### config.mk
export PLATFORM = sky130hd
export DESIGN_NAME = frac_pwm_meas
export DESIGN_NICKNAME = d
export VERILOG_FILES = /design/src/rtl/frac_pwm_meas.sv
export SDC_FILE = /design/constraint.sdc
export NUM_CORES = 1
export LEC_CHECK = 0
export CAP_MARGIN = 10
export CORE_UTILIZATION = 28
export DETAILED_ROUTE_END_ITERATION = 8
export PLACE_DENSITY = 0.41
export RECOVER_POWER = 50
export REMOVE_ABC_BUFFERS = 1
export SLEW_MARGIN = 5
export SYNTH_ARGS = -nofsm -noshare
export SYNTH_HDL_FRONTEND = slang
export SYNTH_SLANG_ARGS = --single-unit
### constraint.sdc
create_clock -name clk -period 6.7 [get_ports clk]
set_clock_uncertainty 0.15 [all_clocks]
set_input_delay 1.34 -clock clk [delete_from_list [all_inputs] [get_ports clk]]
set_output_delay 1.34 -clock clk [all_outputs]
set_load 0.005 [all_outputs]
### src/rtl/frac_pwm_meas.sv
// Fractional PWM receiver: measures the period and sums high times over frames
// of 2^FSZE periods, giving duty in integer.FSZE fixed point.
module frac_pwm_meas #(
    parameter int WIDTH = 17,
    parameter int FSZE  = 3
) (
    input  logic                  clk,
    input  logic                  rst,
    input  logic                  en,
    input  logic                  pwm_in,
    output logic [WIDTH-1:0]      period,
    output logic                  period_valid,
    output logic [WIDTH+FSZE-1:0] duty_fx,
    output logic                  frame_valid,
    output logic                  timeout,
    output logic                  level
);

    // state  | meaning
    // S_IDLE | waiting for a rise to start measuring
    // S_HIGH | input high, counting period and high time
    // S_LOW  | input low, counting period; a rise closes it
    typedef enum logic [1:0] {S_IDLE, S_HIGH, S_LOW} state_t;

    localparam int AW = WIDTH + FSZE;
    localparam logic [WIDTH-1:0] PMAX  = '1;
    localparam logic [FSZE-1:0]  FLAST = '1;

    state_t state_q, state_d;

    logic sync1_q, pwm_s_q, pwm_d_q;
    logic rise, fall;

    logic [WIDTH-1:0] pcnt_q, pcnt_d;
    logic [WIDTH-1:0] hcnt_q, hcnt_d;
    logic [WIDTH-1:0] hlast_q, hlast_d;
    logic [AW-1:0]    acc_q, acc_d;
    logic [FSZE-1:0]  fidx_q, fidx_d;
    logic [WIDTH-1:0] period_q, period_d;
    logic [AW-1:0]    duty_q, duty_d;
    logic             pv_q, pv_d;
    logic             fv_q, fv_d;
    logic             timeout_q, timeout_d;
    logic             level_q, level_d;
    logic [AW-1:0]    sum;

    assign rise = pwm_s_q & ~pwm_d_q;
    assign fall = ~pwm_s_q & pwm_d_q;
    assign sum  = acc_q + {{FSZE{1'b0}}, hlast_q};

    always_ff @(posedge clk or posedge rst) begin
        if (rst) begin
            sync1_q   <= 1'b0;
            pwm_s_q   <= 1'b0;
            pwm_d_q   <= 1'b0;
            state_q   <= S_IDLE;
            pcnt_q    <= '0;
            hcnt_q    <= '0;
            hlast_q   <= '0;
            acc_q     <= '0;
            fidx_q    <= '0;
            period_q  <= '0;
            duty_q    <= '0;
            pv_q      <= 1'b0;
            fv_q      <= 1'b0;
            timeout_q <= 1'b0;
            level_q   <= 1'b0;
        end else begin
            sync1_q   <= pwm_in;
            pwm_s_q   <= sync1_q;
            pwm_d_q   <= pwm_s_q;
            state_q   <= state_d;
            pcnt_q    <= pcnt_d;
            hcnt_q    <= hcnt_d;
            hlast_q   <= hlast_d;
            acc_q     <= acc_d;
            fidx_q    <= fidx_d;
            period_q  <= period_d;
            duty_q    <= duty_d;
            pv_q      <= pv_d;
            fv_q      <= fv_d;
            timeout_q <= timeout_d;
            level_q   <= level_d;
        end
    end

    // A counter at full scale means no closing rise arrived in time.
    always_comb begin
        state_d = state_q;
        if (!en) begin
            state_d = S_IDLE;
        end else begin
            case (state_q)
                S_IDLE: if (rise) state_d = S_HIGH;
                S_HIGH: begin
                    if (pcnt_q == PMAX)  state_d = S_IDLE;
                    else if (fall)       state_d = S_LOW;
                end
                S_LOW: begin
                    if (rise)                 state_d = S_HIGH;
                    else if (pcnt_q == PMAX)  state_d = S_IDLE;
                end
                default: state_d = S_IDLE;
            endcase
        end
    end

    always_comb begin
        pcnt_d    = pcnt_q;
        hcnt_d    = hcnt_q;
        hlast_d   = hlast_q;
        acc_d     = acc_q;
        fidx_d    = fidx_q;
        period_d  = period_q;
        duty_d    = duty_q;
        pv_d      = 1'b0;
        fv_d      = 1'b0;
        timeout_d = timeout_q;
        level_d   = level_q;
        if (!en) begin
            acc_d  = '0;
            fidx_d = '0;
        end else begin
            case (state_q)
                S_IDLE: begin
                    if (rise) begin
                        pcnt_d    = WIDTH'(1);
                        hcnt_d    = WIDTH'(1);
                        acc_d     = '0;
                        fidx_d    = '0;
                        timeout_d = 1'b0;
                    end
                end
                S_HIGH: begin
                    if (pcnt_q == PMAX) begin
                        timeout_d = 1'b1;
                        level_d   = pwm_s_q;
                        acc_d     = '0;
                        fidx_d    = '0;
                    end else begin
                        pcnt_d = pcnt_q + WIDTH'(1);
                        hcnt_d = hcnt_q + WIDTH'(1);
                        if (fall) hlast_d = hcnt_q;
                    end
                end
                S_LOW: begin
                    if (rise) begin
                        period_d = pcnt_q;
                        pv_d     = 1'b1;
                        acc_d    = sum;
                        fidx_d   = fidx_q + FSZE'(1);
                        if (fidx_q == FLAST) begin
                            duty_d = sum;
                            fv_d   = 1'b1;
                            acc_d  = '0;
                        end
                        pcnt_d = WIDTH'(1);
                        hcnt_d = WIDTH'(1);
                    end else if (pcnt_q == PMAX) begin
                        timeout_d = 1'b1;
                        level_d   = pwm_s_q;
                        acc_d     = '0;
                        fidx_d    = '0;
                    end else begin
                        pcnt_d = pcnt_q + WIDTH'(1);
                    end
                end
                default: ;
            endcase
        end
    end

    assign period       = period_q;
    assign period_valid = pv_q;
    assign duty_fx      = duty_q;
    assign frame_valid  = fv_q;
    assign timeout      = timeout_q;
    assign level        = level_q;

endmodule

# == Yosys cells after proc, flatten, opt, wreduce, memory -nomap -nowiden ==
# Index checks and enable logic that the tools add are counted.
# totals
regBits,120
in_bits,4
word_cells,88
# op_classes
addsub,4
eq_ne,12
muxes,38
bitwise_logic,5
n_reduce_logical,14
# ops
cell,count
$mux 20,5
$mux 17,4
$pmux 20 s3,1
$pmux 17 s3,1
$add 17x1->17 const B,2
$pmux 17 s2,1
$add 20x17->20,1
$eq 17x17->1 const B,1
$reduce_and 4->1,4
$mux 1,12
$mux 2,6
$mux 3,4
$reduce_and 3->1,4
$pmux 3 s3,1
$ne 4x4->1 const B,2
$ne 2x2->1 const B,3
$pmux 2 s3,1
$ne 4x1->1 const B,1
$reduce_bool 2->1,2
$add 3x1->3 const B,1
$eq 3x3->1 const B,1
$ne 3x3->1 const B,1
$not 1->1,3
$pmux 1 s3,1
other kinds (9),10

# == Logic depth before layout (Yosys ltp) ==
# Gate-level depths: netlist of the first run.
# depth
depth_word,6
depth_mapped,10
depth_no_buf,9

# == Least setup slack after synthesis of the first run ==
# No wires, ideal clock.
# synth_path
kind,input to register
start,in en
end,reg hcnt_q[8]
setup_ns,0.104
arrival_time_ns,2.663
required_ns,6.446
setup_slack_ns,3.784
path_stages,6
n_path_buf,2
cell_sequence,clkbuf_1 > nand2b_1 > a311o_1 > buf_2 > or2_4 > o41ai_2
# synth_via
elab_chain_len,1
# synth_lines
item,line,rtl
"start, declared",9,"input logic en,"
$reduce_and 4->1 (no source line),--,
"end signal, assigned",74,hcnt_q <= hcnt_d;
"end, declared",35,"logic [WIDTH-1:0] hcnt_q, hcnt_d;"
# Every way passes these cells.
# A chain may end at the register's enable or synchronous reset.

# == Worst setup path in the final report of the first run ==
# layout_path
start,in en
end,reg duty_q[7] (netlist: duty_fx[7])
# layout_via
elab_chain_len,1
# layout_lines
item,line,rtl
$reduce_and 4->1 (no source line),--,
"end signal, assigned",79,duty_q <= duty_d;
"end, declared",40,"logic [AW-1:0] duty_q, duty_d;"
# Every way passes these cells.

==> results of run 1 <==
## path summary, 6_finish.rpt
kind | from | endpoint | cells past startpoint
worst min-delay path | sync1_q | pwm_s_q | 0
worst max-delay path | en | duty_fx[7] | 8
max in group asynchronous | rst | acc_q[17] | 3
worst min register to register | sync1_q | pwm_s_q | 0
min in group asynchronous | rst | period[4] | 2
worst max register to register | state_q[0] | duty_fx[7] | 10
## area by class of cell
class / instances / area [sq um]
sequential: 120 / 3000
clock buffer: 18 / 439
tap: 275 / 344
fill: 2116 / 13800
inverter: 18 / 68.8
timing repair buffer: 48 / 459
multi-input combinational: 467 / 2950
clock inverter: 14 / 220
## cell usage in the layout, fill, tap and decap left out, types with 14 or more instances in the layout
cell           instances
clkbuf_16             17
nor2_1                37
inv_1                 15
a21oi_1               19
nand3_1               30
ha_1                  25
dfrtp_1              120
o21ai_0               48
nand2_1              112
a22o_1                14
dlygate4sd3_1         44
mux2_2                23
nand4_1               18
xor2_1                18
## metal layers
metal | vias up | share of wire | global-route usage
met1 | 2324 | 0.51 | 0.207
met5 | - | 0 | 0
li1 | 2349 | - | -
met3 | 11 | 0.031 | 0.0354
met2 | 89 | 0.45 | 0.217
met4 | 0 | 0.0085 | 0.0485
## where the power goes
group	total, W	switching, W	internal (W)
clock	0.00103	0.000355	0.000673
combinational	0.000260	0.000174	0.0000860
sequential	0.000792	0.0000369	0.000755
total	0.00208	0.000567	0.00151
## flip-flops by register name, summed over array words and instances (netlist names), 2 cells and up
name	flops
acc_q	20
duty_fx	20
fidx_q	3
hcnt_q	17
hlast_q	17
pcnt_q	17
period	17
state_q	2
## per-stage QoR
stage          std cells  cell area, sq um
6_report             960              7490
5_1_grt              960              7490
4_1_cts              960              7510
3_3_place_gp         928              6850
2_1_floorplan        605              6030
3_5_place_dp         928              6850
## kinds of logic (layout without fill, tap and decap cells)
kind of cell / Yosys count / count (layout) / share of synthesized area
flip-flops: 120 / 120 / 0.489
AND/OR/NAND/NOR: 247 / 247 / 0.190
buffers and inverters: 43 / 98 / 0.0289
AO/OA/AOI/OAI: 144 / 144 / 0.156
XOR/XNOR: 23 / 23 / 0.0328
multiplexers: 27 / 27 / 0.0489
adder cells (fa/ha/maj): 26 / 26 / 0.0542
## critical path: stages
cell and delay (ps):
dlygate4sd3_1 690, nand2_1 80, clkbuf_1 370, clkinv_1 110
clkbuf_1 610, nand2_1 630, inv_2 530, mux2_2 380
==> qor.csv, run 1 <==
stage,metric,value,unit
routing,DRC viols,0,
clock_tree,post-cts resize count,0,
global_route,total gr overflow,0,
setup_path,CP arrival,4770,ps
sta,RSZ-0062 raised after global routing,false,
sta,Final WS setup,2080,ps
finish,nets,702,
clock_tree,H-tree levels,4,
global_route,initial antenna violation count,0,
setup_path,Crit Path Category,input pin to register,
synthesis,Post-synth top cells,"120 x dfrtp_1, 112 x nand2_1, 48 x o21ai_0, 37 x nor2_1, 30 x nand3_1",
pwr,VDD IR max,0.158,mV
finish,# diodes,0,
floorplan,core area,21300,sq um
synthesis,Synth area leaders,"dfrtp_1 49%, nand2_1 6.8%, ha_1 5.1%, mux2_2 4.2%, o21ai_0 3.9%",
synthesis,"Top FF cell, synth",dfrtp_1,
finish,synthesis-to-finish area growth,22.0,%
setup_path,worst-path maximum fanout,20,
synthesis,"Async S/R FF share, synth",1.00,
status,failing checks,"capacitance limit, slew limit",
synthesis,Cells after Synth,630,
finish,layout cell share with drive strength beyond 1,0.0993,
clock_tree,CTS sink count,120,
setup_path,critical path required time,6850,ps
global_route,vias in the first global route,4753,
synthesis,number of synthesized flops with an enable pin,0,
clock_tree,clk buf depth,2,
synthesis,most frequent cell after synthesis,dfrtp_1,
sta,hold_ws,197,ps
sta,Fmax,216,MHz
place,Final GP Congestion,0.808,
synthesis,"Distinct cells, synth",58,
clock_tree,CTS root buf,clkbuf_16,
clock_tree,post-cts hold buffer count,0,
routing,Final ANT Viol Nets,0,
sta,measured slew at the worst slew-check pin,2860,ps
setup_path,FF-to-FF setup slack,2560,ps
synthesis,Synth area leader,dfrtp_1,
sta,setup_tns,0,ps
place,Final HPWL DP,10.3,mm
routing,vias per cell,4.97,
synthesis,"Cell Area, Synth",6140,sq um
setup_path,CP Launch Type,input pin,
clock_tree,Clock transition at path regs,60,ps
sta,# setup viols final,0,
sta,Hold Fails Final Rpt,0,
place,dpl ws,2460,ps
routing,First-pass DRT Iterations,5,
floorplan,initial core utilization,0.288,
sta,Slew headroom,-0.919,
clock_tree,"Clk Latency, worst-skew pair",410,ps
sta,fin. max-slew vios,64,
floorplan,Die ar.,22500,sq um
global_route,first-pass GRT wire length,25.4,mm
setup_path,critical path capture point type,register,
clock_tree,total CTS buffers,17,
routing,final wirelength,15.1,mm
floorplan,Die H,150,microns
clock_tree,CTS tree,done,
sta,crit share post-route,0.690,
pwr,Total Power,0.00208,W
floorplan,row cnt,53,
synthesis,Yosys top cell area share,0.489,
pwr,PD cells,278,nW/um^2
status,status,finished with violations,
routing,Initial DRC Count,301,
synthesis,Yosys warnings,0,
finish,"Core Util, Final",0.352,
global_route,Tot GR Track Use,0.146,
synthesis,"Avg Cell Area, Syn",9.74,sq um
run,Max Cap Violations,1,
routing,Vias,4773,
pwr,Leak,3.63,nW
global_route,largest net degree at the start of global routing,64,
synthesis,part of the Yosys area used for sequential elements,0.489,
synthesis,Yosys reg bits,120,
routing,Avg WL per Cell,15.7,microns
floorplan,# IOs,45,
place,Port Buffers,44,
clock_tree,# Post-CTS Setup Buffers,0,
floorplan,die span in x,150,microns
worst_hold_path,class of the worst hold path,register to register,
sta,min cycle time layout,4620,ps
Power figures use the tool's default switching activity.
==> run 2: changes to the inputs <==
--- a/config.mk
+++ b/config.mk
@@ -8,7 +8,7 @@
 export CAP_MARGIN = 10
 export CORE_UTILIZATION = 28
 export DETAILED_ROUTE_END_ITERATION = 8
-export PLACE_DENSITY = 0.41
+export PLACE_DENSITY = 0.43
 export RECOVER_POWER = 50
 export REMOVE_ABC_BUFFERS = 1
 export SLEW_MARGIN = 5
==> constraint.sdc (replaced) <==
create_clock -name clk -period 4 [get_ports clk]
set_clock_uncertainty 0.15 [all_clocks]
set_input_delay 0.8 -clock clk [delete_from_list [all_inputs] [get_ports clk]]
set_output_delay 0.8 -clock clk [all_outputs]
set_load 0.005 [all_outputs]
==> run 2 against run 1 <==
  * The run now ends clean
  * Via count increased by 0.44%
  * Clock-buffer cell count decreased by 1
  * Cell count increased by 0.52%
  * Core utilization about the same
  * First-iteration DRC count decreased by 1.0%
  * Critical path depth unchanged
  * Worst hold slack improved by 0.61 ps
  * Non-clock buffer count increased by 5
  * Die area unchanged
  * Wire length decreased by 3.1%
  * Setup slack got worse by 1000 ps
  * Clock power increased by 59%
  * Critical endpoint is now hcnt_q[10]
  * Largest cell class unchanged
  * Highest routed layer unchanged
==> qor.csv, run 2 (synthesized netlist as in run 1, its figures left out) <==
stage,metric,value,unit
global_route,largest net degree at the start of global routing,63,
clock_tree,CTS sink count,120,
clock_tree,"Clk Latency, worst-skew pair",420,ps
floorplan,Die H,150,microns
worst_hold_path,class of the worst hold path,register to register,
setup_path,CP arrival,3150,ps
pwr,Leak,3.52,nW
clock_tree,clk buf depth,2,
sta,min cycle time layout,2970,ps
run,Max Cap Violations,0,
place,Port Buffers,44,
global_route,vias in the first global route,4837,
clock_tree,post-cts hold buffer count,0,
clock_tree,CTS tree,done,
setup_path,worst-path maximum fanout,21,
sta,measured slew at the worst slew-check pin,1090,ps
sta,Hold Fails Final Rpt,0,
setup_path,Worst R2R Start,state_q[0],
setup_path,R2R depth,10,
clock_tree,# Post-CTS Setup Buffers,0,
finish,final instance area,7490,sq um
routing,Initial DRC Count,298,
finish,fillers,2143,
worst_hold_path,Hold EP,pwm_s_q,
sta,RSZ-0062 raised after global routing,false,
floorplan,row cnt,53,
routing,Final ANT Viol Nets,0,
sta,Final WS setup,1030,ps
routing,final wirelength,14.7,mm
routing,vias per cell,4.97,
place,"Cell Area, Placed",6900,sq um
worst_hold_path,hold path startpoint,sync1_q,
sta,Slew headroom,0.270,
finish,# diodes,0,
floorplan,Die ar.,22500,sq um
clock_tree,total CTS buffers,17,
floorplan,die span in x,150,microns
sta,Fmax,337,MHz
pwr,PD cells,453,nW/um^2
global_route,initial antenna violation count,0,
place,Final HPWL DP,10.1,mm
setup_path,critical path capture point type,register,
sta,crit share post-route,0.743,
clock_tree,CTS root buf,clkbuf_16,
floorplan,initial core utilization,0.288,
setup_path,Crit Path Category,input pin to register,
clock_tree,H-tree levels,4,
place,dpl ws,885,ps
place,Final GP Congestion,0.815,
setup_path,critical path required time,4180,ps
clock_tree,Clock transition at path regs,60,ps
finish,Storage cell area,3000,sq um
setup_path,FF-to-FF setup slack,1030,ps
status,status,"complete, no violations",
global_route,first-pass GRT wire length,24.8,mm
routing,DRC viols,0,
finish,most frequent cells in the layout,"120 x dfrtp_1, 112 x nand2_1, 48 x o21ai_0, 37 x nor2_1, 36 x clkdlybuf4s50_1",
floorplan,# IOs,45,
setup_path,CP Launch Type,input pin,
finish,layout cell share with drive strength beyond 1,0.104,
worst_hold_path,hold depth,0,
routing,First-pass DRT Iterations,5,
finish,nets,707,
routing,Vias,4794,
pwr,VDD IR max,0.240,mV
sta,fin. max-slew vios,0,
sta,hold_ws,197,ps
clock_tree,post-cts resize count,0,
floorplan,core area,21300,sq um
sta,# setup viols final,0,
setup_path,RR Endpoint,hcnt_q[10],
routing,Avg WL per Cell,15.2,microns
finish,synthesis-to-finish area growth,22.0,%
global_route,total gr overflow,0,
finish,"leading cell type in the layout, fill and taps excluded",dfrtp_1,
global_route,Tot GR Track Use,0.141,
sta,setup_tns,0,ps
finish,Multi-input gate area,2960,sq um
-- run 2: cell count changes in the layout (fill, tap and decap cells not counted), sizes merged --
cell,delta
clkdlybuf4s50,+36
clkinv,+3
bufinv,-1
buf,+3
clkbuf,+1
clkinvlp,-1
dlygate4sd3,-36
-- run 2: worst max path at each step --
stage	slack, ps	cells past startpoint	to	startpoint
CTS	1180	6	fidx_q[2]	state_q[0]
global route	740	10	hcnt_q[10]	state_q[0]
finish	1030	8	hcnt_q[10]	en
floorplan	-140	1	acc_q[0]	rst
global placement	960	7	pcnt_q[9]	en
detailed placement	890	8	hcnt_q[10]	en
-- run 2: where the power goes --
group	switching (W)	total, W	internal, W
logic	0.000285	0.000433	0.000149
registers	0.0000592	0.00132	0.00127
clock network	0.000594	0.00164	0.00104
total	0.000938	0.00340	0.00246
-- run 2: critical path, cell delays in order --
cell and delay (ps):
clkdlybuf4s50_1 620, nand2b_1 140, a311o_1 340, clkbuf_1 350, nor2_1 410, buf_4 230, nand4_1 90, o21ai_0 170
-- run 2: layer usage --
layer	GRT usage	share of wire	vias to the layer above
met1	0.197	0.52	2340
met2	0.210	0.44	73
met3	0.0335	0.027	19
li1	-	-	2362
met5	0	0	-
met4	0.0556	0.015	0
-- run 2: area by class of cell --
class,instances,area share
Timing Repair Buffer,53,0.0655
Multi-Input combinational cell,467,0.395
Sequential cell,120,0.401
Clock inverter,15,0.0267
Tap cell,275,0.0459
Clock buffer,17,0.0568
Inverter,18,0.00935
-- run 2: stage by stage --
step | power (W) | utilization | cells
after floorplan | 0.00164 | - | 605
after global placement | 0.00178 | 0.324 | 933
after detailed placement | 0.00179 | 0.324 | 933
after CTS | 0.00345 | 0.353 | 965
after global routing | 0.00356 | 0.352 | 965
final | 0.00340 | 0.352 | 965
==> RTL change, RTL diff (settings of run 1) <==
Change the parameter `WIDTH` from 17 to 15.
--- a/src/rtl/frac_pwm_meas.sv
+++ b/src/rtl/frac_pwm_meas.sv
@@ -1,7 +1,7 @@
 // Fractional PWM receiver: measures the period and sums high times over frames
 // of 2^FSZE periods, giving duty in integer.FSZE fixed point.
 module frac_pwm_meas #(
-    parameter int WIDTH = 17,
+    parameter int WIDTH = 15,
     parameter int FSZE  = 3
 ) (
     input  logic                  clk,
Ports: changed (resized duty_fx and period); port bits go from 45 to 41. No check against the original RTL was run, so the function may have changed too.
==> RTL change against run 1 <==
The flow still finishes with violations (max-capacitance violations, max-slew violations). Synthesized area is 12% lower. Sequential cell count is 12 lower. Combinational power is 6% lower. Largest cell class unchanged. Routed wire length is 18% lower. Design area is 15% lower. Via count is 19% lower. Total power is 27% lower. Critical endpoint is now acc_q[17]. Utilization is 1.5 points lower. Setup slack better by 0.46 ns.
==> RTL change: results (changes against run 1) <==
stage,metric,value,unit,change
route,DR WL/cell,15.33,um,-2.6%
cells_and_area,"Net count, final",574,,-18%
route,Initial DRC Count,131,,-56%
global_routing,first-pass GRT wire length,21470,um,-15%
placed_design,port bufs,40,,-9.1%
power,Int Pwr,1.093,mW,-28%
yosys,cell count after synthesis,510,,-19%
yosys,Unique masters post-synth,55,,-5.2%
global_routing,vias in the first global route,4075,,-14%
run,max-cap violations,2,,+1
setup_path,"reg-to-reg slack, setup",2.54,ns,-0.02 ns
cts,Num CTS Buffers,9,,-8
timing,Final Max Slew Viols,83,,+30%
cts,number of H-tree levels,3,,-1
placed_design,DP Cell Count,795,,-14%
cells_and_area,fillers,1889,,-11%
yosys,post-synthesis sequential area ratio,50.02,%,+1.1 points
run_status,failing checks,"max-capacitance violations, max-slew violations",,
power,LEAKAGE,2.982,nW,-18%
cells_and_area,Post-Layout Cell Count,810,,-16%
yosys,most frequent cells after synthesis,"108 x dfrtp_1, 49 x nand2_1, 46 x o21ai_0, 41 x mux2_2, 41 x nor2_1",,
cells_and_area,share of cells above drive strength 1,12.18,%,+2.3 points
placed_design,routability cong.,0.7760,,-4.0%
placed_design,Placement Cell Area,6061,um2,-11%
yosys,ranking of synthesized cells by area,"dfrtp_1 50%, mux2_2 8.5%, ha_1 5.3%",,
setup_path,CP max FO,21,,+5.0%
setup_path,slowest CP cell,nor4_1,,
setup_path,r2r endpoint,acc_q[17],,
setup_path,Top delay family on crit path,simple AND/OR/NAND/NOR gates,,
run_status,status,"complete, but fails checks",,
route,Via density,4.756,,-4.4%
[RTL change: cell types whose count changed in the layout (fill, tap and decap cells not counted), sizes merged, moves of 8 or more]
cell	before	now
a21oi	19	29
clkbuf	21	12
nand4	18	10
xnor2	5	14
mux2	24	41
nand2	112	49
nand3	30	12
dfrtp	120	108
[RTL change: metal layers]
metal	wire length [um]	GRT usage, %	vias up
met2	5846	22.73	85
met5	0	0	-
met3	486	3.702	9
li1	-	-	1886
met4	131	3.318	0
met1	5956	18.15	1872
[RTL change: cells by family after synthesis]
| group | count (synthesis) | share of synthesized area (%) |
|---|---|---|
| flops | 108 | 50.02 |
| simple gates | 154 | 14.17 |
| buf+inv | 32 | 2.686 |
| compound gates | 125 | 14.64 |
| xor+xnor | 25 | 4.053 |
| mux | 42 | 8.731 |
| fa+ha+maj | 24 | 5.697 |
[RTL change: stage by stage]
stage / setup WS [ns] / hold slack (ns)
final: 2.536 / 0.2057
after floorplan: 2.364 / 0.1812
after detailed placement: 2.151 / 0.1889
after CTS: 2.560 / 0.2069
after global routing: 2.128 / 0.2095
after global placement: 2.276 / 0.1845
[RTL change: area by class of cell]
type	count	share of cell area, %
Sequential cell	108	42.57
Multi-Input combinational cell	370	40.01
Timing Repair Buffer	43	6.602
Tap cell	260	5.124
Clock buffer	11	3.666
Clock inverter	4	1.182
Inverter	14	0.8475
[RTL change: worst max path at each step]
stage / startpoint / endpoint / slack (ns) / cells after the start
6_report: pcnt_q[0] / acc_q[17] / 2.54 / 6
5_1_grt: rst / state_q[1] / 2.13 / 3
4_1_cts: en / duty_fx[11] / 2.56 / 6
3_5_place_dp: en / duty_fx[11] / 2.15 / 6
3_3_place_gp: en / duty_fx[12] / 2.28 / 6
2_1_floorplan: rst / acc_q[0] / 2.36 / 1
[RTL change: power groups by stage]
stage | clock network [mW] | registers (mW) | logic [mW]
3_3_place_gp | 0 | 0.730 | 0.250
6_report | 0.562 | 0.718 | 0.244
3_5_place_dp | 0 | 0.731 | 0.253
4_1_cts | 0.590 | 0.718 | 0.253
2_1_floorplan | 0 | 0.721 | 0.173
5_1_grt | 0.616 | 0.725 | 0.280
[RTL change: worst register-to-register path: stages (launching register included)]
cell	delay, ns
dfrtp_1	0.43
ha_1	0.26
nand2_1	0.18
nor4_1	1.80
nor2b_1	0.11
o21a_1	0.60
a221o_1	0.51
